**src/rtl/num_ascii_serializer_pkg.sv**
```systemverilog
// Shared types and constants for the number-to-ASCII read-back path.
// NUM_SER_CRLF_EN adds the CR/LF tail states to the state enum.
package num_ser_pkg;

    localparam int unsigned BCD_DIGITS = 10;
    localparam int unsigned BCD_WIDTH  = 4 * BCD_DIGITS;
    localparam int unsigned CONV_BITS  = 32;

    localparam logic [7:0] ASCII_ZERO  = 8'h30;
    localparam logic [7:0] ASCII_MINUS = 8'h2D;
    localparam logic [7:0] ASCII_CR    = 8'h0D;
    localparam logic [7:0] ASCII_LF    = 8'h0A;

    typedef enum logic [3:0] {
        ST_IDLE,
        ST_RD_REQ,
        ST_RD_WAIT,
        ST_LOAD,
        ST_CONV,
        ST_EMIT_SIGN,
        ST_EMIT_DIG,
        ST_EMIT_SEP
`ifdef NUM_SER_CRLF_EN
        ,
        ST_TAIL_CR,
        ST_TAIL_LF
`endif
    } state_t;

    // Double-dabble correction: add 3 to every BCD digit that is 5 or more
    function automatic logic [BCD_WIDTH-1:0] dabble_adjust(input logic [BCD_WIDTH-1:0] i_bcd);
        logic [BCD_WIDTH-1:0] adj;
        adj = i_bcd;
        for (int unsigned d = 0; d < BCD_DIGITS; d++) begin
            if (adj[4*d +: 4] >= 4'd5) begin
                adj[4*d +: 4] = adj[4*d +: 4] + 4'd3;
            end
        end
        return adj;
    endfunction

endpackage

```
**src/rtl/num_ascii_serializer_bin2bcd.sv**
```systemverilog
// Sequential double-dabble converter: 32-bit unsigned in, 10-digit BCD out.
// o_done pulses exactly 32 cycles after an accepted i_start; o_bcd holds until the next start.
module bin2bcd_seq
    import num_ser_pkg::*;
(
    input  logic                 clk,
    input  logic                 rst,
    input  logic                 i_start,
    input  logic [CONV_BITS-1:0] i_bin,
    output logic                 o_done,
    output logic [BCD_WIDTH-1:0] o_bcd
);

    logic [CONV_BITS-1:0] r_bin;
    logic [BCD_WIDTH-1:0] r_bcd;
    logic [4:0]           r_cnt;
    logic                 r_busy;
    logic                 r_done;
    logic [BCD_WIDTH-1:0] w_adj;

    assign w_adj  = dabble_adjust(r_bcd);
    assign o_done = r_done;
    assign o_bcd  = r_bcd;

    // The first shift happens on the start edge (an all-zero BCD never needs
    // correction), so the remaining 31 shifts land done on cycle start+32.
    always_ff @(posedge clk) begin
        if (rst) begin
            r_bin  <= '0;
            r_bcd  <= '0;
            r_cnt  <= '0;
            r_busy <= 1'b0;
            r_done <= 1'b0;
        end else begin
            r_done <= 1'b0;
            if (!r_busy) begin
                if (i_start) begin
                    r_bcd  <= {{(BCD_WIDTH-1){1'b0}}, i_bin[CONV_BITS-1]};
                    r_bin  <= {i_bin[CONV_BITS-2:0], 1'b0};
                    r_cnt  <= 5'd31;
                    r_busy <= 1'b1;
                end
            end else begin
                r_bcd <= {w_adj[BCD_WIDTH-2:0], r_bin[CONV_BITS-1]};
                r_bin <= {r_bin[CONV_BITS-2:0], 1'b0};
                r_cnt <= r_cnt - 5'd1;
                if (r_cnt == 5'd1) begin
                    r_busy <= 1'b0;
                    r_done <= 1'b1;
                end
            end
        end
    end

endmodule

```
**src/rtl/num_ascii_serializer.sv**
```systemverilog
// Reads num_count signed integers from a registered RAM and streams them as
// decimal ASCII separated by SEP_CHAR over a valid/ready byte interface.
// Define NUM_SER_CRLF_EN to append CR LF after the last number.
module num_ascii_serializer
    import num_ser_pkg::*;
#(
    parameter int unsigned DATA_WIDTH = 32,
    parameter int unsigned ADDR_WIDTH = 11,
    parameter logic [7:0]  SEP_CHAR   = 8'h20
) (
    input  logic                  clk,
    input  logic                  rst,
    input  logic                  start,
    input  logic [ADDR_WIDTH:0]   num_count,
    output logic                  busy,
    output logic                  done,
    output logic [ADDR_WIDTH-1:0] rd_addr,
    input  logic [DATA_WIDTH-1:0] rd_data,
    output logic [7:0]            tx_data,
    output logic                  tx_valid,
    input  logic                  tx_ready
);

    localparam logic [ADDR_WIDTH:0] IDX_ONE = (ADDR_WIDTH+1)'(1);

    state_t                r_state;
    state_t                w_state_nxt;
    logic [ADDR_WIDTH:0]   r_count;
    logic [ADDR_WIDTH:0]   r_idx;
    logic [ADDR_WIDTH-1:0] r_rd_addr;
    logic                  r_neg;
    logic [3:0]            r_dig_ptr;
    logic                  r_done;

    logic                  w_done_nxt;
    logic                  w_last;
    logic                  w_conv_start;
    logic                  w_conv_done;
    logic [31:0]           w_ext;
    logic [31:0]           w_mag;
    logic [BCD_WIDTH-1:0]  w_bcd;
    logic [3:0]            w_msd;

    assign busy    = (r_state != ST_IDLE);
    assign done    = r_done;
    assign rd_addr = r_rd_addr;
    assign w_last  = ((r_idx + IDX_ONE) == r_count);
    assign w_ext   = 32'($signed(rd_data));
    assign w_mag   = rd_data[DATA_WIDTH-1] ? (~w_ext + 32'd1) : w_ext;

    bin2bcd_seq u_bcd (
        .clk     (clk),
        .rst     (rst),
        .i_start (w_conv_start),
        .i_bin   (w_mag),
        .o_done  (w_conv_done),
        .o_bcd   (w_bcd)
    );

    // Locate the most significant non-zero digit; all-zero selects digit 0
    always_comb begin
        w_msd = '0;
        for (int unsigned d = 0; d < BCD_DIGITS; d++) begin
            if (w_bcd[4*d +: 4] != 4'd0) begin
                w_msd = 4'(d);
            end
        end
    end

    // Next-state decode and byte presentation
    always_comb begin
        w_state_nxt  = r_state;
        w_done_nxt   = 1'b0;
        w_conv_start = 1'b0;
        tx_valid     = 1'b0;
        tx_data      = '0;
        case (r_state)
            ST_IDLE: begin
                if (start) begin
                    if (num_count == '0) begin
`ifdef NUM_SER_CRLF_EN
                        w_state_nxt = ST_TAIL_CR;
`else
                        w_done_nxt  = 1'b1;
`endif
                    end else begin
                        w_state_nxt = ST_RD_REQ;
                    end
                end
            end
            ST_RD_REQ:  w_state_nxt = ST_RD_WAIT;
            ST_RD_WAIT: w_state_nxt = ST_LOAD;
            ST_LOAD: begin
                w_conv_start = 1'b1;
                w_state_nxt  = ST_CONV;
            end
            ST_CONV: begin
                if (w_conv_done) begin
                    w_state_nxt = r_neg ? ST_EMIT_SIGN : ST_EMIT_DIG;
                end
            end
            ST_EMIT_SIGN: begin
                tx_valid = 1'b1;
                tx_data  = ASCII_MINUS;
                if (tx_ready) w_state_nxt = ST_EMIT_DIG;
            end
            ST_EMIT_DIG: begin
                tx_valid = 1'b1;
                tx_data  = ASCII_ZERO + {4'b0000, w_bcd[{r_dig_ptr, 2'b00} +: 4]};
                if (tx_ready && r_dig_ptr == 4'd0) begin
                    if (!w_last) begin
                        w_state_nxt = ST_EMIT_SEP;
                    end else begin
`ifdef NUM_SER_CRLF_EN
                        w_state_nxt = ST_TAIL_CR;
`else
                        w_state_nxt = ST_IDLE;
                        w_done_nxt  = 1'b1;
`endif
                    end
                end
            end
            ST_EMIT_SEP: begin
                tx_valid = 1'b1;
                tx_data  = SEP_CHAR;
                if (tx_ready) w_state_nxt = ST_RD_REQ;
            end
`ifdef NUM_SER_CRLF_EN
            ST_TAIL_CR: begin
                tx_valid = 1'b1;
                tx_data  = ASCII_CR;
                if (tx_ready) w_state_nxt = ST_TAIL_LF;
            end
            ST_TAIL_LF: begin
                tx_valid = 1'b1;
                tx_data  = ASCII_LF;
                if (tx_ready) begin
                    w_state_nxt = ST_IDLE;
                    w_done_nxt  = 1'b1;
                end
            end
`endif
            default: w_state_nxt = ST_IDLE;
        endcase
    end

    // State register, index/address counters, sign and digit pointer
    always_ff @(posedge clk) begin
        if (rst) begin
            r_state   <= ST_IDLE;
            r_count   <= '0;
            r_idx     <= '0;
            r_rd_addr <= '0;
            r_neg     <= 1'b0;
            r_dig_ptr <= '0;
            r_done    <= 1'b0;
        end else begin
            r_state <= w_state_nxt;
            r_done  <= w_done_nxt;
            case (r_state)
                ST_IDLE: begin
                    if (start) begin
                        r_count <= num_count;
                        r_idx   <= '0;
                        if (num_count != '0) r_rd_addr <= '0;
                    end
                end
                ST_LOAD: r_neg <= rd_data[DATA_WIDTH-1];
                ST_CONV: begin
                    if (w_conv_done) r_dig_ptr <= w_msd;
                end
                ST_EMIT_DIG: begin
                    if (tx_ready && r_dig_ptr != 4'd0) r_dig_ptr <= r_dig_ptr - 4'd1;
                end
                ST_EMIT_SEP: begin
                    if (tx_ready) begin
                        r_idx     <= r_idx + IDX_ONE;
                        r_rd_addr <= ADDR_WIDTH'(r_idx + IDX_ONE);
                    end
                end
                default: ;
            endcase
        end
    end

endmodule
```
**config.mk**
```make
export PLATFORM = sky130hd
export DESIGN_NAME = num_ascii_serializer
export DESIGN_NICKNAME = d
export VERILOG_FILES = /design/src/rtl/num_ascii_serializer_pkg.sv /design/src/rtl/num_ascii_serializer_bin2bcd.sv /design/src/rtl/num_ascii_serializer.sv
export SDC_FILE = /design/constraint.sdc
export NUM_CORES = 1
export LEC_CHECK = 0
export ABC_AREA = 1
export BUFFER_PORTS_ARGS = -buffer_cell sky130_fd_sc_hd__buf_2
export CAP_MARGIN = 20
export CORE_ASPECT_RATIO = 0.75
export CORE_MARGIN = 2
export CORE_UTILIZATION = 35
export CTS_CLUSTER_DIAMETER = 150
export DETAILED_ROUTE_END_ITERATION = 16
export MAX_ROUTING_LAYER = met4
export PLACE_DENSITY = 0.57
export SYNTH_ARGS = -nofsm -noshare
export SYNTH_HDL_FRONTEND = slang
export SYNTH_SLANG_ARGS = --single-unit
```
**constraint.sdc**
```tcl
create_clock -name clk -period 1.8 [get_ports clk]
set_input_delay 0.18 -clock clk [delete_from_list [all_inputs] [get_ports clk]]
set_output_delay 0.18 -clock clk [all_outputs]
set_load 0.01 [all_outputs]
```
* Yosys cells after proc, flatten, opt, wreduce, memory -nomap -nowiden *
Index checks and enable logic that the tools add are counted.

word-level totals
  logic and storage cells = 141
  register bits after elaboration = 123

operators by class
  muxes and demuxes = 57
  shifts and indexed selects = 1
  reductions and logical operators = 27
  $add $sub $neg = 15
  equality and inequality tests = 17
  bitwise logic cells = 2
  magnitude comparators = 10

operators with widths
  cell                   count
  $mux 4                 25
  $mux 32                3
  $mux 40                2
  $reduce_bool 4->1      11
  $ge 4x3->1 const B     10
  $shiftx 40x7->4        1
  $add 4x2->4 const B    9
  $mux 11                3
  $add 32x1->32 const B  1
  $not 32->32            1
  $pmux 4 s8             1
  $mux 12                2
  $pmux 12 s2            1
  $pmux 11 s2            1
  $pmux 7 s3             1
  $eq 4x3->1 const B     4
  $ne 2x2->1 const B     7
  $add 12x1->12 const B  1
  $eq 12x12->1           1
  $logic_not 12->1       1
  $reduce_bool 12->1     1
  $mux 1                 11
  $mux 5                 2
  $eq 4x2->1 const B     2
  21 further kinds       27

* Longest topological paths before layout *
Gate-level depths: netlist of run 1.

  depth after elaboration = 12
  depth in mapped cells = 15

* Cells and area by module *
A second synthesis of run 1 with hierarchy kept.

unflattened totals
  cells, all modules = 1261
  area total of the unflattened synthesis = 7853.8 um^2

by module, submodules not included
  module                times used  area each (um^2)  cells each  seq. area each (um^2)
  bin2bcd_seq           1           4232.8            641         1561.5
  num_ascii_serializer  1           3621.0            620         880.8

* Worst setup path before layout of run 1 *
Ideal clock, no wire load.

  kind = register -> register
  start = reg r_dig_ptr[0]
  end = reg r_state[0]
  data arrival time = 1.587 ns
  setup time = 0.122 ns
  stages on the path, launching flop included = 9
  setup slack = 0.091 ns
  cells stage by stage = dfxtp_1 inv_1 clkbuf_1 ha_1 nand3_1 o21ai_1 nand4_1 a211oi_1 a21oi_1

between the ends
  longest elaborated chain between the ends = 4

ends and longest elaborated chain
  what                               RTL line                     text
  start: declaration                 num_ascii_serializer.sv:32   logic [3:0] r_dig_ptr;
  start signal: assignment           num_ascii_serializer.sv:170  if (w_conv_done) r_dig_ptr <= w_msd;
  start signal: assignment           num_ascii_serializer.sv:173  if (tx_ready && r_dig_ptr != 4'd0) r_dig_ptr <= r_dig_ptr - 4'd1;
  $logic_not 4->1                    num_ascii_serializer.sv:110  if (tx_ready && r_dig_ptr == 4'd0) begin
  $logic_and 1x1->1                  num_ascii_serializer.sv:110
  $ne 2x2->1 (no source line)        --
  $reduce_and 6->1 (no source line)  --
  end signal: assignment             num_ascii_serializer.sv:158  r_state <= w_state_nxt;
  end: declaration                   num_ascii_serializer.sv:26   state_t r_state;

No other way between the ends.
A chain may end at the register's enable or synchronous reset.

* Worst setup path in the final report of run 1 *
  start = reg r_dig_ptr[0]
  end = out tx_data[3]

between the ends
  longest elaborated chain between the ends = 3

ends and longest elaborated chain
  what              RTL line                     text
  $shiftx 40x7->4   num_ascii_serializer.sv:109  tx_data = ASCII_ZERO + {4'b0000, w_bcd[{r_dig_ptr, 2'b00} +: 4]};
  $add 6x4->7       num_ascii_serializer.sv:109
  $pmux 7 s3        num_ascii_serializer.sv:77   case (r_state)
  end: declaration  num_ascii_serializer.sv:19   output logic [7:0] tx_data,

No other way between the ends.

==> results_dict.tcl, run 1 <==
set metrics [dict create \
    synth_cell_type_count 43 \
    antenna_found_initial 0 \
    drt_wl_total_um 20800 \
    hold_viol 0 \
    vias 7794 \
    power.leakage_nw 3.89 \
    ys_top_cells_by_area "dfxtp_1, nand2_1, a21oi_1" \
    path_class "flop to primary output" \
    cts_max_path_buffers 2 \
    async_flop_share_pct 0 \
    worstHoldPathType "input pin to flop" \
    mostFrequentLayoutCell "nand2_1" \
    synth_area_per_cell_um2 6.37 \
    grt_usage_pct 18.8 \
    grt_max_degree 48 \
    hold_buffers 0 \
    drt_iter0_drc 542 \
    gp_congestion 0.902 \
    post-dp-hpwl_um 15300 \
    area_growth_pct 23.7 \
    worstPathRequired_ps 1620 \
    h-tree-depth 4 \
    wl_per_cell_um 13.1 \
    synth_edf_count 0 \
    rows 46 \
    fin_crit_ps 1880 \
    drive_above_1_share_pct 18.7 \
    synth_seq_area_share_pct 32.2 \
    tightest_slew_ps 524 \
    cts-root-buf "clkbuf_16" \
    setup_violations 4 \
    ys_warn_count 0 \
    clock_skew_ps 10.7 \
    cp-start-kind "flop" \
    violations "setup timing" \
    insertedDiodeCount 0 \
    synth_top_cell_area_share_pct 32.2 \
    start_util_pct 35.8 \
    final_cell_mix "nand2_1, inv_1, a21oi_1" \
    drv_slew 0 \
    whs_ps 44.4 \
    status "finished, violations left" \
    period_share_pct 105 \
    layout_setup_ws_ps -84.8 \
    grt_pass1_wl_um 34800 \
    p_per_area_mw_per_mm2 1030 \
    total_power_mw 9.61 \
    synthCells 1189 \
    maxCapViolations 0 \
    setup_tns_ps -286 \
    crit_fanout 15 \
    synthFlopType "dfxtp_1" \
    dr.pass1.iters 6 \
    clock_latency_ps 420 \
    tritoncts "done" \
    grt_pass1_vias 7198 \
    postPlaceCellArea_mm2 0.00842 \
    cts_inserted_buffers 17 \
    max_slew_margin_pct 65.0 \
    vias_per_cell 4.93 \
    crit_path_end_kind "primary output" \
    die_h_um 131 \
    detail-route-antenna-nets 0 \
    max_freq_mhz 531 \
    syn_area_mm2 0.00758 \
    grt-ovfl-total 0 \
    final_cell_area_mm2 0.00938 \
    drcViolationCount 0 \
    utilization_pct 44.3 \
    die_area_mm2 0.0229 \
    arrival_ps 1700 \
    clkTransAtPathRegs_ps 60 \
    yosysTopAreaCell "dfxtp_1" \
    core_mm2 0.0212 \
    dieWidth_um 174 \
    ios 70 \
    rsz0062_at_grt "yes" \
    cts.sinks 122 \
    ys_ff_latch 122 \
    peakVddDrop_uv 511 \
    fillerInstances 2251 \
    layout.nets 1354 \
    portBuffers 67 \
]
[where the power goes]
| part | switching (mW) | leakage [nW] | internal, mW |
|---|---|---|---|
| combinational | 1.83 | 2.60 | 1.08 |
| clock | 1.43 | 0.301 | 2.10 |
| sequential | 0.212 | 0.996 | 2.97 |
[per-layer routing]
layer  part of all wire, %  GRT usage, %  wire length [um]  vias to the layer above
li1                      -             -                 -                     4082
met1                    52          27.1             10800                     3527
met2                    42          27.2              8760                      170
met3                   5.0          3.36              1040                       15
met4                  0.75          4.25               155                        0
met5                     0             -                 0                        -
[Yosys cell counts (11+ instances only)]
cell        n
o22ai_1    11
clkbuf_1   34
nor2_1     96
or2_2      16
inv_1     152
a31oi_1    23
o21ai_0    91
nand3_1    76
nand2_1   273
nand4_1    13
nor3_1     17
ha_1       26
a21oi_1   154
xor2_1     19
dfxtp_1   122
[stage by stage]
stage | setup WS [ps] | cells
after floorplan | 91.2 | 1190
after global placement | 29.2 | 1540
after detailed placement | -15.9 | 1540
after CTS | -109 | 1574
after global routing | -185 | 1581
final | -84.8 | 1581
[kinds of logic (layout without fill, tap and decap cells)]
family          after synthesis  count (layout)  synth area share (%)
compound gates              302             302                  21.2
buf+inv                     206             309                  10.6
flops                       122             122                  32.2
xor+xnor                     24              24                  2.77
simple gates                508             508                  28.8
fa+ha+maj                    26              26                  4.29
other cells                   1               2                0.0495
[registers in the layout, indices dropped and copies added (netlist names)]
name,count
u_bcd.o_bcd,40
u_bcd.r_bin,31
r_count,12
r_idx,12
rd_addr,11
u_bcd.r_cnt,5
r_dig_ptr,4
r_state,3
done,1
r_neg,1
u_bcd.o_done,1
u_bcd.r_busy,1
[final cells by class]
class                   instances  area [um^2]  area share [%]
multi-input cells             862         4500            48.0
clock buffers                  17          425            4.54
repair inverters                1         7.51          0.0801
well taps                     288          360            3.84
inverters                     158          611            6.51
repair buffers                118          813            8.67
clock inverters                15          180            1.92
flip-flops and latches        122         2470            26.4
[what timing repair did]
item                                    CTS  global route
buffers inserted                          2             5
pin swaps                                11            10
endpoints found under the setup margin    8            31
resized for setup                        44            63
cloned                                    0             2
[final timing paths]
| kind | depth (start not counted) | slack (ps) | from | endpoint |
|---|---|---|---|---|
| min | 3 | 40 | rd_data[0] | u_bcd.r_bin[1] |
| max reg2reg | 8 | 100 | r_dig_ptr[0] | r_dig_ptr[1] |
| max | 7 | -80 | r_dig_ptr[0] | tx_data[3] |
| min reg2reg | 2 | 460 | rd_addr[3] | rd_addr[3] |
[worst max-delay path: stages (launching register included)]
cell	delay, ps
dfxtp_4	370
buf_12	150
a21oi_2	130
o21ai_1	70
a21oi_1	190
a211oi_2	70
o21ai_1	150
buf_2	150
No activity file was read; power rests on OpenSTA's default activity.
==> run 2, diff against run 1 <==
--- a/config.mk
+++ b/config.mk
@@ -10,11 +10,11 @@
 export CAP_MARGIN = 20
 export CORE_ASPECT_RATIO = 0.75
 export CORE_MARGIN = 2
-export CORE_UTILIZATION = 35
+export CORE_UTILIZATION = 45
 export CTS_CLUSTER_DIAMETER = 150
 export DETAILED_ROUTE_END_ITERATION = 16
 export MAX_ROUTING_LAYER = met4
-export PLACE_DENSITY = 0.57
+export PLACE_DENSITY = 0.69
 export SYNTH_ARGS = -nofsm -noshare
 export SYNTH_HDL_FRONTEND = slang
 export SYNTH_SLANG_ARGS = --single-unit
==> results_dict.tcl, run 2 (synthesized netlist as in run 1, its figures left out) <==
set metrics [dict create \
    status "finished, violations left" \
    violations "setup timing" \
    reg2regPathDepth 10 \
    hold_path_depth 3 \
    vias 7923 \
    arrival_ps 1790 \
    setup_tns_ps -561 \
    crit_path_cell_trace "buf_12 -> a21oi_2 -> o21ai_2 -> a21oi_2 -> a211oi_2 -> o21ai_1 -> buf_2" \
    total_power_mw 9.41 \
    critPathMaxStageDelay_ps 360 \
    grt_usage_pct 23.7 \
    hold_start "rd_data[0]" \
    area_growth_pct 21.1 \
    layout.nets 1345 \
    layout_setup_ws_ps -173 \
    h-tree-depth 4 \
    grt_max_degree 78 \
    drive_above_1_share_pct 18.7 \
    cts_max_path_buffers 2 \
    grt_pass1_vias 7091 \
    setup_violations 4 \
    drt_wl_total_um 20400 \
    crit_top_cell "a21oi_2" \
    tritoncts "done" \
    fin_cells 1498 \
    final_cell_mix "nand2_1, inv_1, a21oi_1" \
    path_class "flop to primary output" \
    detail-route-antenna-nets 0 \
    worstHoldPathType "input pin to flop" \
    postPlaceCellArea_mm2 0.00828 \
    rsz0062_at_grt "yes" \
    drt_iter0_drc 692 \
    final_cell_area_mm2 0.00917 \
    drv_slew 0 \
    wl_per_cell_um 13.6 \
    dieWidth_um 154 \
    ff2ff_setup_slack_ps 40 \
    cp-start-kind "flop" \
    gp_congestion 0.948 \
    worstPathRequired_ps 1620 \
    p_per_area_mw_per_mm2 1030 \
    regToRegStartpoint "r_dig_ptr[0]" \
    insertedDiodeCount 0 \
    cts_inserted_buffers 17 \
    regToRegEndpoint "r_state[2]" \
    utilization_pct 55.0 \
    peakVddDrop_uv 633 \
    vias_per_cell 5.29 \
    cts-root-buf "clkbuf_16" \
    clock_latency_ps 420 \
    hold_buffers 0 \
    start_util_pct 45.4 \
    ios 70 \
    crit_path_end_kind "primary output" \
    grt-ovfl-total 0 \
    maxCapViolations 0 \
    fin_crit_ps 1970 \
    hold_end "u_bcd.r_bin[1]" \
    post-dp-hpwl_um 14400 \
    mostFrequentLayoutCell "nand2_1" \
    core_mm2 0.0167 \
    cp_top_family "compound AO/OA/AOI/OAI gates" \
    cts.sinks 122 \
    clock_skew_ps 7.94 \
    dr.pass1.iters 6 \
    die_h_um 116 \
    critPathBufInv 2 \
    crit_fanout 20 \
    clkTransAtPathRegs_ps 60 \
    portBuffers 67 \
    dp.cells 1461 \
    period_share_pct 110 \
    power.leakage_nw 3.82 \
    drcViolationCount 0 \
    whs_ps 41.7 \
    max_freq_mhz 507 \
    grt_pass1_wl_um 33700 \
    rows 41 \
    die_area_mm2 0.0179 \
    largest_register_ffs 40 \
    antenna_found_initial 0 \
    preCtsSetupSlack_ps 27.7 \
    cp_slowest_cell "dfxtp_4" \
    hold_viol 0 \
]
==> run 2: cell count changes in the layout (fill, tap and decap cells not counted), sizes merged <==
cell,previous run,this run
clkinv,4,3
buf,117,110
clkinvlp,3,4
inv,165,164
clkbuf,18,17
bufinv,2,1
==> run 2: where the power goes <==
group / internal (mW) / leakage (nW) / switching, mW
combinational: 1.06 / 2.56 / 1.90
sequential: 2.98 / 0.996 / 0.216
clock: 1.92 / 0.268 / 1.35
==> run 2: metal layers <==
layer	routed length [um]	up-vias	global-route usage (%)
met5	0	-	-
met4	282	0	6.67
met3	1220	26	4.68
met2	8860	214	36.0
met1	9990	3610	32.4
li1	-	4073	-
==> run 2: worst min-delay path: cells and delay by family <==
kind,cells,cell delay (ps)
simple gates,1,70
compound gates,1,50
buf+inv,1,110
==> run 2: timing repair <==
item	4_1_cts	5_1_grt
resized for setup	43	70
endpoints found under the hold margin	0	0
setup endpoints to repair	4	40
gates cloned	1	0
pin swaps	15	18
setup buffers	4	2
==> run 2: final cells by class <==
class	count	area, um^2
Sequential cell	122	2470
Fill cell	1604	7500
Clock buffer	17	425
Multi-Input combinational cell	862	4560
Tap cell	215	269
Clock inverter	14	136
Timing Repair Buffer	110	708
Inverter	158	604
==> run 2: worst max path at each step <==
stage / from / endpoint / slack [ps] / cells past startpoint
2_1_floorplan: r_dig_ptr[0] / r_state[0] / 90 / 8
3_3_place_gp: r_dig_ptr[0] / tx_data[3] / 7 / 8
3_5_place_dp: rd_data[1] / u_bcd.r_bin[25] / 30 / 11
4_1_cts: r_dig_ptr[0] / tx_data[3] / -180 / 8
5_1_grt: r_dig_ptr[0] / tx_data[3] / -260 / 7
6_report: r_dig_ptr[0] / tx_data[3] / -170 / 7
